<file path="src/rtl/ram_port_arbiter.sv">
// Shares the F8 data RAM read and write ports between r0 (priority) and r1 (starvation-protected).
// Optional address range checking is enabled by defining RAM_ARB_RANGE_CHECK_EN.
module ram_port_arbiter #(
  parameter int SIZE     = 1024,
  parameter int MAX_WAIT = 4
) (
  input  logic        clk,
  input  logic        reset_n,
  input  logic        r0_req,
  input  logic [1:0]  r0_we,
  input  logic [15:0] r0_addr,
  input  logic [15:0] r0_wdata,
  output logic        r0_gnt,
  output logic        r0_rvalid,
  output logic [15:0] r0_rdata,
  input  logic        r1_req,
  input  logic [1:0]  r1_we,
  input  logic [15:0] r1_addr,
  input  logic [15:0] r1_wdata,
  output logic        r1_gnt,
  output logic        r1_rvalid,
  output logic [15:0] r1_rdata,
  output logic [15:0] ram_dread_addr,
  input  logic [15:0] ram_dread_data,
  output logic [15:0] ram_dwrite_addr,
  output logic [15:0] ram_dwrite_data,
  output logic [1:0]  ram_dwrite_en,
  output logic        err
);

  localparam int                WAIT_W   = $clog2(MAX_WAIT + 1);
  localparam logic [WAIT_W-1:0] WAIT_SAT = WAIT_W'(MAX_WAIT);

  if (MAX_WAIT < 1 || SIZE < 2 || SIZE > 'h4000) begin : g_param_check
    $error("ram_port_arbiter: SIZE or MAX_WAIT out of range");
  end

  // Reset asserts asynchronously but releases only on a clock edge.
  logic [1:0] rst_sync;
  logic       rst_n;

  always_ff @(posedge clk or negedge reset_n) begin
    if (!reset_n) rst_sync <= 2'b00;
    else          rst_sync <= {rst_sync[0], 1'b1};
  end
  assign rst_n = rst_sync[1];

  logic              r0_rd, r0_wr, r1_rd, r1_wr;
  logic              rd_clash, wr_clash, r1_turn;
  logic              g0_rd, g0_wr, g1_rd, g1_wr, rd_any;
  logic              r0_bad, r1_bad;
  logic [WAIT_W-1:0] wait_cnt;
  logic [15:0]       rd_addr_q;
  logic              ret_valid, ret_owner, ret_zero;

  assign r0_rd    = r0_req & (r0_we == 2'b00);
  assign r0_wr    = r0_req & (r0_we != 2'b00);
  assign r1_rd    = r1_req & (r1_we == 2'b00);
  assign r1_wr    = r1_req & (r1_we != 2'b00);
  assign rd_clash = r0_rd & r1_rd;
  assign wr_clash = r0_wr & r1_wr;
  assign r1_turn  = (wait_cnt >= WAIT_SAT);

  // Each port is arbitrated on its own; a read never blocks a write.
  assign g0_rd  = rst_n & r0_rd & ~(rd_clash & r1_turn);
  assign g1_rd  = rst_n & r1_rd & ~(rd_clash & ~r1_turn);
  assign g0_wr  = rst_n & r0_wr & ~(wr_clash & r1_turn);
  assign g1_wr  = rst_n & r1_wr & ~(wr_clash & ~r1_turn);
  assign rd_any = g0_rd | g1_rd;
  assign r0_gnt = g0_rd | g0_wr;
  assign r1_gnt = g1_rd | g1_wr;

`ifdef RAM_ARB_RANGE_CHECK_EN
  localparam logic [16:0] WIN_LO = 17'('h4000 - SIZE);
  localparam logic [16:0] WIN_HI = 17'h03FFF;

  function automatic logic out_of_range(input logic [15:0] addr, input logic [1:0] we);
    logic [16:0] lo_byte;
    logic [16:0] hi_byte;
    lo_byte = {1'b0, addr};
    hi_byte = lo_byte + 17'd1;
    return (lo_byte < WIN_LO) || (lo_byte > WIN_HI) ||
           (((we == 2'b00) || we[1]) && ((hi_byte < WIN_LO) || (hi_byte > WIN_HI)));
  endfunction

  assign r0_bad = out_of_range(r0_addr, r0_we);
  assign r1_bad = out_of_range(r1_addr, r1_we);
`else
  assign r0_bad = 1'b0;
  assign r1_bad = 1'b0;
`endif

  assign ram_dread_addr = g1_rd ? r1_addr : (g0_rd ? r0_addr : rd_addr_q);

  always_comb begin
    // NOTE: every output gets a default first so no path leaves it unassigned (no latch).
    ram_dwrite_addr = r0_addr;
    ram_dwrite_data = r0_wdata;
    ram_dwrite_en   = 2'b00;
    if (g1_wr) begin
      ram_dwrite_addr = r1_addr;
      ram_dwrite_data = r1_wdata;
      ram_dwrite_en   = r1_bad ? 2'b00 : r1_we;
    end else if (g0_wr) begin
      ram_dwrite_en   = r0_bad ? 2'b00 : r0_we;
    end
  end

  // NOTE: state uses non-blocking assignments so every flop samples pre-edge values.
  always_ff @(posedge clk or negedge rst_n) begin
    if (!rst_n) begin
      wait_cnt  <= '0;
      rd_addr_q <= '0;
      ret_valid <= 1'b0;
      ret_owner <= 1'b0;
      ret_zero  <= 1'b0;
      r0_rdata  <= '0;
      r1_rdata  <= '0;
    end else begin
      if (r1_req && !r1_gnt) begin
        if (wait_cnt != WAIT_SAT) wait_cnt <= wait_cnt + WAIT_W'(1);
      end else begin
        wait_cnt <= '0;
      end

      ret_valid <= rd_any;
      if (rd_any) begin
        rd_addr_q <= ram_dread_addr;
        ret_owner <= g1_rd;
        ret_zero  <= g1_rd ? r1_bad : r0_bad;
      end

      // RAM data is valid the cycle the tag is; it lands in rdata one edge later.
      if (ret_valid && !ret_owner) r0_rdata <= ret_zero ? 16'h0000 : ram_dread_data;
      if (ret_valid &&  ret_owner) r1_rdata <= ret_zero ? 16'h0000 : ram_dread_data;
    end
  end

  assign r0_rvalid = ret_valid & ~ret_owner;
  assign r1_rvalid = ret_valid &  ret_owner;

`ifdef RAM_ARB_RANGE_CHECK_EN
  always_ff @(posedge clk or negedge rst_n) begin
    if (!rst_n)                                    err <= 1'b0;
    else if ((r0_gnt & r0_bad) | (r1_gnt & r1_bad)) err <= 1'b1;
  end
`else
  assign err = 1'b0;
`endif

endmodule
</file>
<file path="config.mk">
export PLATFORM = sky130hd
export DESIGN_NAME = ram_port_arbiter
export DESIGN_NICKNAME = d
export VERILOG_FILES = /design/src/rtl/ram_port_arbiter.sv
export SDC_FILE = /design/constraint.sdc
export NUM_CORES = 1
export LEC_CHECK = 0
export ABC_AREA = 1
export BUFFER_PORTS_ARGS = -buffer_cell sky130_fd_sc_hd__buf_2
export CORE_MARGIN = 2
export CORE_UTILIZATION = 44
export CTS_BUF_LIST = sky130_fd_sc_hd__clkbuf_16
export DETAILED_ROUTE_END_ITERATION = 8
export PLACE_DENSITY = 0.8
export SETUP_SLACK_MARGIN = 0.5
export SYNTH_ARGS = -nofsm -noshare
export SYNTH_HDL_FRONTEND = slang
export SYNTH_SLANG_ARGS = --single-unit
</file>
<file path="constraint.sdc">
create_clock -name clk -period 3.85 [get_ports clk]
set_input_delay 0.5775 -clock clk [delete_from_list [all_inputs] [get_ports clk]]
set_output_delay 0.5775 -clock clk [all_outputs]
set_load 0.02 [all_outputs]
</file>
After elaboration in Yosys (flattened, before gate mapping)
Cells that the tools add are included.
Widths: inputs -> output; s select.
Operators by class
  add/sub/neg operators: 1
  magnitude comparators: 1
  equality and inequality tests: 2
  mux-type cells: 8
  bitwise logic cells: 29
  reductions and logical operators: 9
Operators by type and width (count)
  $mux 16: 4
  $and 1x1->1: 20
  $mux 3: 2
  $not 1->1: 6
  $logic_not 2->1: 2
  $mux 2: 2
  $reduce_bool 2->1: 2
  $add 3x1->3 const B: 1
  $ge 3x3->1 const B: 1
  $logic_and 1x1->1: 3
  $ne 3x3->1 const B: 1
  $or 1x1->1: 3
  $logic_not 1->1: 2
  $ne 2x1->1 const B: 1
Storage, ports and cells
  bits in registers: 55
  output and inout bits: 87
  logic and storage cells: 57

Depth between registers and ports, before layout
Gate-level depths: netlist of the first run.
  depth after elaboration: 10
  depth in mapped cells: 7
  depth with buffers taken out: 7

Least setup slack after synthesis of the first run
No wires, ideal clock.
  path type: reg-to-output
  start point: register rst_sync[1]
  end point: output port ram_dread_addr[10]
  arrival time: 2510 ps
  slack: 762 ps
  cell stages (with the launch flop): 6
  buffers on the path: 1
  cell sequence: dfrtp_1 -> inv_2 -> nor2_4 -> buf_6 -> nand3_2 -> nand3_1
Between the ends
  word-level cells in the longest chain between the ends: 4
  elaborated cells on any way between the ends: 6
  classes of those cells: mux (2); bitwise (4)
Ends and longest elaborated chain
  from (decl): line 39  | logic [1:0] rst_sync;
  from (signal assigned): line 44  | else rst_sync <= {rst_sync[0], 1'b1};
  $and 1x1->1 (2 in series): line 65  | assign g0_rd = rst_n & r0_rd & ~(rd_clash & r1_turn);
  $mux 16: line 93  | assign ram_dread_addr = g1_rd ? r1_addr : (g0_rd ? r0_addr : rd_addr_q);
  $mux 16 (*): line 93
  to (decl): line 23  | output logic [15:0] ram_dread_addr,
Mark *: on every way between the ends. The rest lies on a longest branch, timed or not.

Final worst setup path of the first run
  start point: register rst_sync[1]
  end point: output port ram_dwrite_addr[10]
Between the ends
  word-level cells in the longest chain between the ends: 3
Ends and longest elaborated chain
  $and 1x1->1 (2 in series): line 68  | assign g1_wr = rst_n & r1_wr & ~(wr_clash & ~r1_turn);
  $mux 16: line 100  | if (g1_wr) begin
  to (decl): line 25  | output logic [15:0] ram_dwrite_addr,
No other way between the ends.

==> results.toml, run 1 <==
[synth]
synth_mux_area_share_pct = 0
synth_area_per_cell_um2 = 7.857
synth_seq_cells = 55
synth-simple-area-share_pct = 39.08
synth_compound_area_share_pct = 5.839
synth-seq-area-share_pct = 44.92
syn-cell-area_mm2 = 0.003064
syn_nets = 480
synth_cell_types = 25
yosys_warnings = 0
synthXorXnorAreaFrac_pct = 0.5717
synthAdderAreaFrac_pct = 0.8167
syn_inst = 390
synth_top_family_by_area = "simple AND/OR/NAND/NOR gates"

[final_layout]
synthToLayoutAreaGrowth_pct = 31.69
multi_input_area_mm2 = 0.001426
drive_gt1_share_pct = 37.82
final_cell_mix = "buf_2, nand2_1, nand3_1"
fillers = 654
final_common_cell = "buf_2"
ff_latch_area_mm2 = 0.001378
diodes = 0
nets = 639
design_area_mm2 = 0.004035

[timing]
drv_slew = 0
clock_skew_ns = 0.007953
finalSetupTns_ns = 0
worst_pin_slew_ns = 0.8083
fmax_mhz = 375.4
fin_crit_ns = 2.664
relSlewSlack_pct = 46.05
setup_violations = 0
post-route-period-util_pct = 69.18
rsz0062_at_grt = "false"
finalHoldViolCount = 0

[placed_design]
place_area_mm2 = 0.003887
dp_hpwl_um = 6278
gp_congestion = 0.8924
io_buffers = 173

[global_routing]
gr-usage-all-layers_pct = 22.30
antenna_found_initial = 1
overflow = 0
grt_pass1_vias = 3013
grt_pass1_wl_um = 13790
grt_max_degree = 48

[flow_run]
cap_viol_max_count = 0

[critical_path]
cp-end-kind = "primary output"
r2r_cells = 5
cp-start-kind = "flip-flop"
regToRegSetupSlack_ns = 1.99
worstPathMaxFanout = 35
required_ns = 3.27
cp.arrival_ns = 2.09
r2r_start = "wait_cnt[2]$_DFFE_PN0P_"
critPathKind = "flip-flop to primary output"
reg2reg_to = "wait_cnt[1]$_DFFE_PN0P_"

[clock_network]
cts_buffer_depth = 2
cts_resized = 0
cts_tree = "built"
cts.htree.levels = 2
ctsHoldBuffers = 0
clkTransAtPathRegs_ns = 0.07
cts_num_sinks = 55
clock_tree.root_cell = "clkbuf_16"
cts-buffers-inserted = 5
cts_setup_buffers = 0
clkLatencyLatePin_ns = 0.29

[hold_path]
hold_class = "primary input to asynchronous set/reset pin"

[pwr]
seqPwrFrac_pct = 40.0
sw_frac_of_total_pct = 38.66
p_comb_share_pct = 37.8
irDropWorstVdd_uv = 241.7
power.switching_w = 0.0007794
total_power_w = 0.002016
power_leakage_nw = 2.366
p_per_area_mw_per_mm2 = 499.6
power.share.clock_pct = 22.2
power.internal_w = 0.001236

[detailed_routing]
drt-total-wl_um = 8466
drc = 0
final_antenna_net_count = 0
drt_iter0_drc = 207
vias = 3205
drt_first_pass_iters = 5
avgRoutedWirePerCell_um = 13.44
viasPerCell = 5.087

[floorplanning]
start_util_pct = 45.35
die-area_mm2 = 0.007648
io-pin-count = 175
die_h_um = 87.45
die_w_um = 87.45
rows = 30
core_area_mm2 = 0.006756

[status]
status = "finished, final reports clean"
through the flow:
step | setup WS [ns] | std cells | utilization [%] | hold slack (ns)
floorplan | 0.7623 | 390 | - | 0.2819
global placement | 1.324 | 622 | 57.54 | 0.1407
detailed placement | 1.276 | 622 | 57.54 | 0.1407
CTS | 1.154 | 630 | 59.72 | 0.05601
global route | 0.9613 | 630 | 59.72 | 0.05610
finish | 1.186 | 630 | 59.72 | 0.06273
kinds of logic after synthesis:
group,after synthesis
simple gates,244
compound gates,35
flops,55
xor+xnor,2
buf+inv,50
other cells,2
fa+ha+maj,2
area by class of cell:
cell class | count | area share (%)
Clock inverter | 3 | 0.5581
Tap cell | 80 | 2.481
Inverter | 27 | 2.543
Clock buffer | 5 | 3.101
Multi-Input combinational cell | 285 | 35.35
Sequential cell | 55 | 34.14
Timing Repair Buffer | 175 | 21.83
how the worst max path moves through the flow:
stage                               start                   to  slack (ns)  cells after the start
global route        rst_sync[1]$_DFF_PN0_   ram_dwrite_data[4]        0.96                      6
detailed placement               r0_we[1]  ram_dwrite_addr[10]        1.28                      8
floorplan           rst_sync[1]$_DFF_PN0_   ram_dread_addr[10]        0.76                      5
CTS                 rst_sync[1]$_DFF_PN0_  ram_dwrite_addr[10]        1.15                      6
finish              rst_sync[1]$_DFF_PN0_  ram_dwrite_addr[10]        1.19                      6
global placement                 r0_we[1]  ram_dwrite_addr[10]        1.32                      8
Yosys cell counts (all sizes together):
master / n / area [um^2]
nand3: 122 / 700.7
nand2: 113 / 434.2
dfrtp: 55 / 1376
o21ai: 34 / 173.9
inv: 26 / 97.59
buf: 16 / 131.4
nor2: 9 / 62.56
clkbuf: 7 / 27.52
conb: 2 / 7.510
ha: 2 / 25.02
xor2: 2 / 17.52
a21oi: 1 / 5.000
clkinv: 1 / 5.000
sequential cells by signal, summed over array words and instances (netlist names):
name,count
wait_cnt,3
r1_rdata,16
rd_addr_q,16
rst_sync,2
ret_owner,1
r0_rdata,16
ret_valid,1
per-layer routing:
metal / track usage (%) / share of wire [%]
met5: 0 / 0.15
met1: 28.66 / 43
met2: 39.26 / 52
met3: 3.223 / 4.2
met4: 5.734 / 1.0
power groups by stage:
stage	Sequential [W]	Combinational, W	Clock (W)
after floorplan	0.000955	0.000338	0
after global placement	0.000806	0.000748	0
after detailed placement	0.000816	0.000766	0
after CTS	0.000807	0.000768	0.000463
after global routing	0.000827	0.000834	0.000485
final	0.000807	0.000761	0.000448
critical path: stages (launching register included):
cell     delay, ns
dfrtp_2       0.53
inv_2         0.14
nor2_8        0.42
nand2_4       0.32
nand2_1       0.17
nand2_1       0.06
buf_2         0.15
Note: power is estimated with default switching activity, not from simulation.
==> run 2: changes to the inputs <==
--- a/config.mk
+++ b/config.mk
@@ -8,10 +8,10 @@
 export ABC_AREA = 1
 export BUFFER_PORTS_ARGS = -buffer_cell sky130_fd_sc_hd__buf_2
 export CORE_MARGIN = 2
-export CORE_UTILIZATION = 44
+export CORE_UTILIZATION = 40
 export CTS_BUF_LIST = sky130_fd_sc_hd__clkbuf_16
 export DETAILED_ROUTE_END_ITERATION = 8
-export PLACE_DENSITY = 0.8
+export PLACE_DENSITY = 0.77
 export SETUP_SLACK_MARGIN = 0.5
 export SYNTH_ARGS = -nofsm -noshare
 export SYNTH_HDL_FRONTEND = slang
==> constraint.sdc (replaced) <==
create_clock -name clk -period 2.2 [get_ports clk]
set_input_delay 0.33 -clock clk [delete_from_list [all_inputs] [get_ports clk]]
set_output_delay 0.33 -clock clk [all_outputs]
set_load 0.02 [all_outputs]
==> results.toml, run 2 (synthesis results as in run 1) <==
[status]
status = "finished, final reports clean"

[flow_run]
cap_viol_max_count = 0

[critical_path]
slowest_delay_ns = 0.49
path_common_cell = "nand2_2"
path_cells = "inv_6 -> nor2_8 -> nand2_8 -> clkbuf_16 -> nand2_2 -> nand2_2 -> buf_2"
r2r_cells = 6
regToRegSetupSlack_ns = 0.93
critPathKind = "flip-flop to primary output"
required_ns = 1.87
cp.arrival_ns = 1.56
cp-start-kind = "flip-flop"
worstPathMaxFanout = 8
slowest_stage = "dfrtp_4"
r2r_start = "rst_sync[1]$_DFF_PN0_"
cp-end-kind = "primary output"
reg2reg_to = "wait_cnt[2]$_DFFE_PN0P_"

[timing]
drv_slew = 0
post-route-period-util_pct = 85.95
rsz0062_at_grt = "true"
setup_ws_ns = 0.3090
finalSetupTns_ns = 0
clock_skew_ns = 0.002342
worst_pin_slew_ns = 0.6422
fin_crit_ns = 1.891
relSlewSlack_pct = 57.19
setup_violations = 0
finalHoldViolCount = 0
fmax_mhz = 528.8
whs_ns = 0.3112

[detailed_routing]
drt_first_pass_iters = 4
final_antenna_net_count = 0
drc = 0
avgRoutedWirePerCell_um = 14.86
drt_iter0_drc = 105
vias = 3436
drt-total-wl_um = 10020
viasPerCell = 5.098

[placed_design]
io_buffers = 173
dp_hpwl_um = 7306
place_ws_ns = 0.3243
gp_congestion = 0.8685

[final_layout]
nets = 665
final_cell_mix = "buf_2, nand3_1, nand2_1"
synthToLayoutAreaGrowth_pct = 59.37
reg.largest.list = "r0_rdata (16), r1_rdata (16), rd_addr_q (16)"
diodes = 0
drive_gt1_share_pct = 54.61
final_common_cell = "buf_2"

[global_routing]
grt_pass1_wl_um = 15920
gr-usage-all-layers_pct = 23.32
overflow = 0
grt_pass1_vias = 3477
grt_max_degree = 52
antenna_found_initial = 0

[pwr]
seqPwrFrac_pct = 36.9
irDropWorstVdd_uv = 351.6
p_per_area_mw_per_mm2 = 784.4
power_leakage_nw = 2.667
power.share.clock_pct = 22.6
power.internal_w = 0.002400
p_comb_share_pct = 40.5
sw_frac_of_total_pct = 37.35
power.switching_w = 0.001431

[floorplanning]
die-area_mm2 = 0.008377
start_util_pct = 41.80
die_w_um = 91.53
core_area_mm2 = 0.007331
rows = 31
die_h_um = 91.53
io-pin-count = 175

[hold_path]
hold_class = "flip-flop to asynchronous set/reset pin"

[clock_network]
cts_num_sinks = 55
clkTransAtPathRegs_ns = 0.07
cts.htree.levels = 2
cts_buffer_depth = 2
cts_tree = "built"
clock_tree.root_cell = "clkbuf_16"
clkLatencyLatePin_ns = 0.28
cts-buffers-inserted = 5
run 2: cell count changes in the layout (fill, tap and decap cells not counted), sizes merged:
| cell | change |
|---|---|
| buf | +22 |
| dlygate4sd3 | +1 |
| clkbuf | +1 |
| clkinv | -1 |
| clkinvlp | +1 |
| nand3 | +2 |
| inv | -2 |
| bufinv | +1 |
run 2: final cells by class:
class                   instances  area (um^2)
fillers                       601         2447
repair buffers                199         1236
well taps                      99        123.9
clock buffers                   5        125.1
inverters                      27        118.9
clock inverters                 2        37.54
multi-input cells             287         1861
flip-flops and latches         55         1381
run 2: stage by stage:
step                      util [%]  instance area, um^2  power, W  cells
after global placement       58.80                 4310  0.002828    650
after detailed placement     58.80                 4310  0.002872    650
after global routing         66.62                 4883  0.004045    674
after CTS                    64.06                 4696  0.003809    670
final                        66.62                 4883  0.003830    674
after floorplan                  -                 3390  0.002343    390
run 2: critical path: cells and delay by family, from the launching register on:
| kind | cells | cell delay [ns] |
|---|---|---|
| flops | 1 | 0.49 |
| buf+inv | 3 | 0.40 |
| simple gates | 4 | 0.37 |
run 2: how the worst max path moves through the flow:
stage | from | to | slack [ns]
final | rst_sync[1]$_DFF_PN0_ | ram_dwrite_data[11] | 0.31
after global routing | rst_sync[1]$_DFF_PN0_ | ram_dwrite_addr[11] | 0.27
after CTS | rst_sync[1]$_DFF_PN0_ | ram_dwrite_addr[10] | 0.31
after detailed placement | r1_we[0] | ram_dread_addr[6] | 0.32
after global placement | r0_we[1] | ram_dread_addr[3] | 0.38
after floorplan | rst_sync[1]$_DFF_PN0_ | ram_dread_addr[10] | 0.40
run 2: power groups by stage:
stage          registers [W]  clock network, W  logic, W
3_5_place_dp         0.00143                 0   0.00145
6_report             0.00141          0.000866   0.00155
2_1_floorplan        0.00167                 0  0.000670
3_3_place_gp         0.00142                 0   0.00141
4_1_cts              0.00141          0.000888   0.00151
5_1_grt              0.00144          0.000921   0.00168
run 2: what timing repair did:
action / CTS / global route
gates cloned: 1 / 2
hold endpoints to repair: 2 / 0
setup buffers: 11 / 2
endpoints found under the setup margin: 52 / 52
pin swaps: 2 / 1
hold buffers: 1 / 0
gates resized for setup: 27 / 40
run 2: per-layer routing:
| layer | vias to the layer above | track usage [%] | routed length, um |
|---|---|---|---|
| met3 | 9 | 4.647 | 616 |
| met4 | 0 | 7.702 | 108 |
| met2 | 138 | 41.79 | 5283 |
| met5 | - | 0 | 0 |
| met1 | 1627 | 27.74 | 4007 |
| li1 | 1662 | - | - |
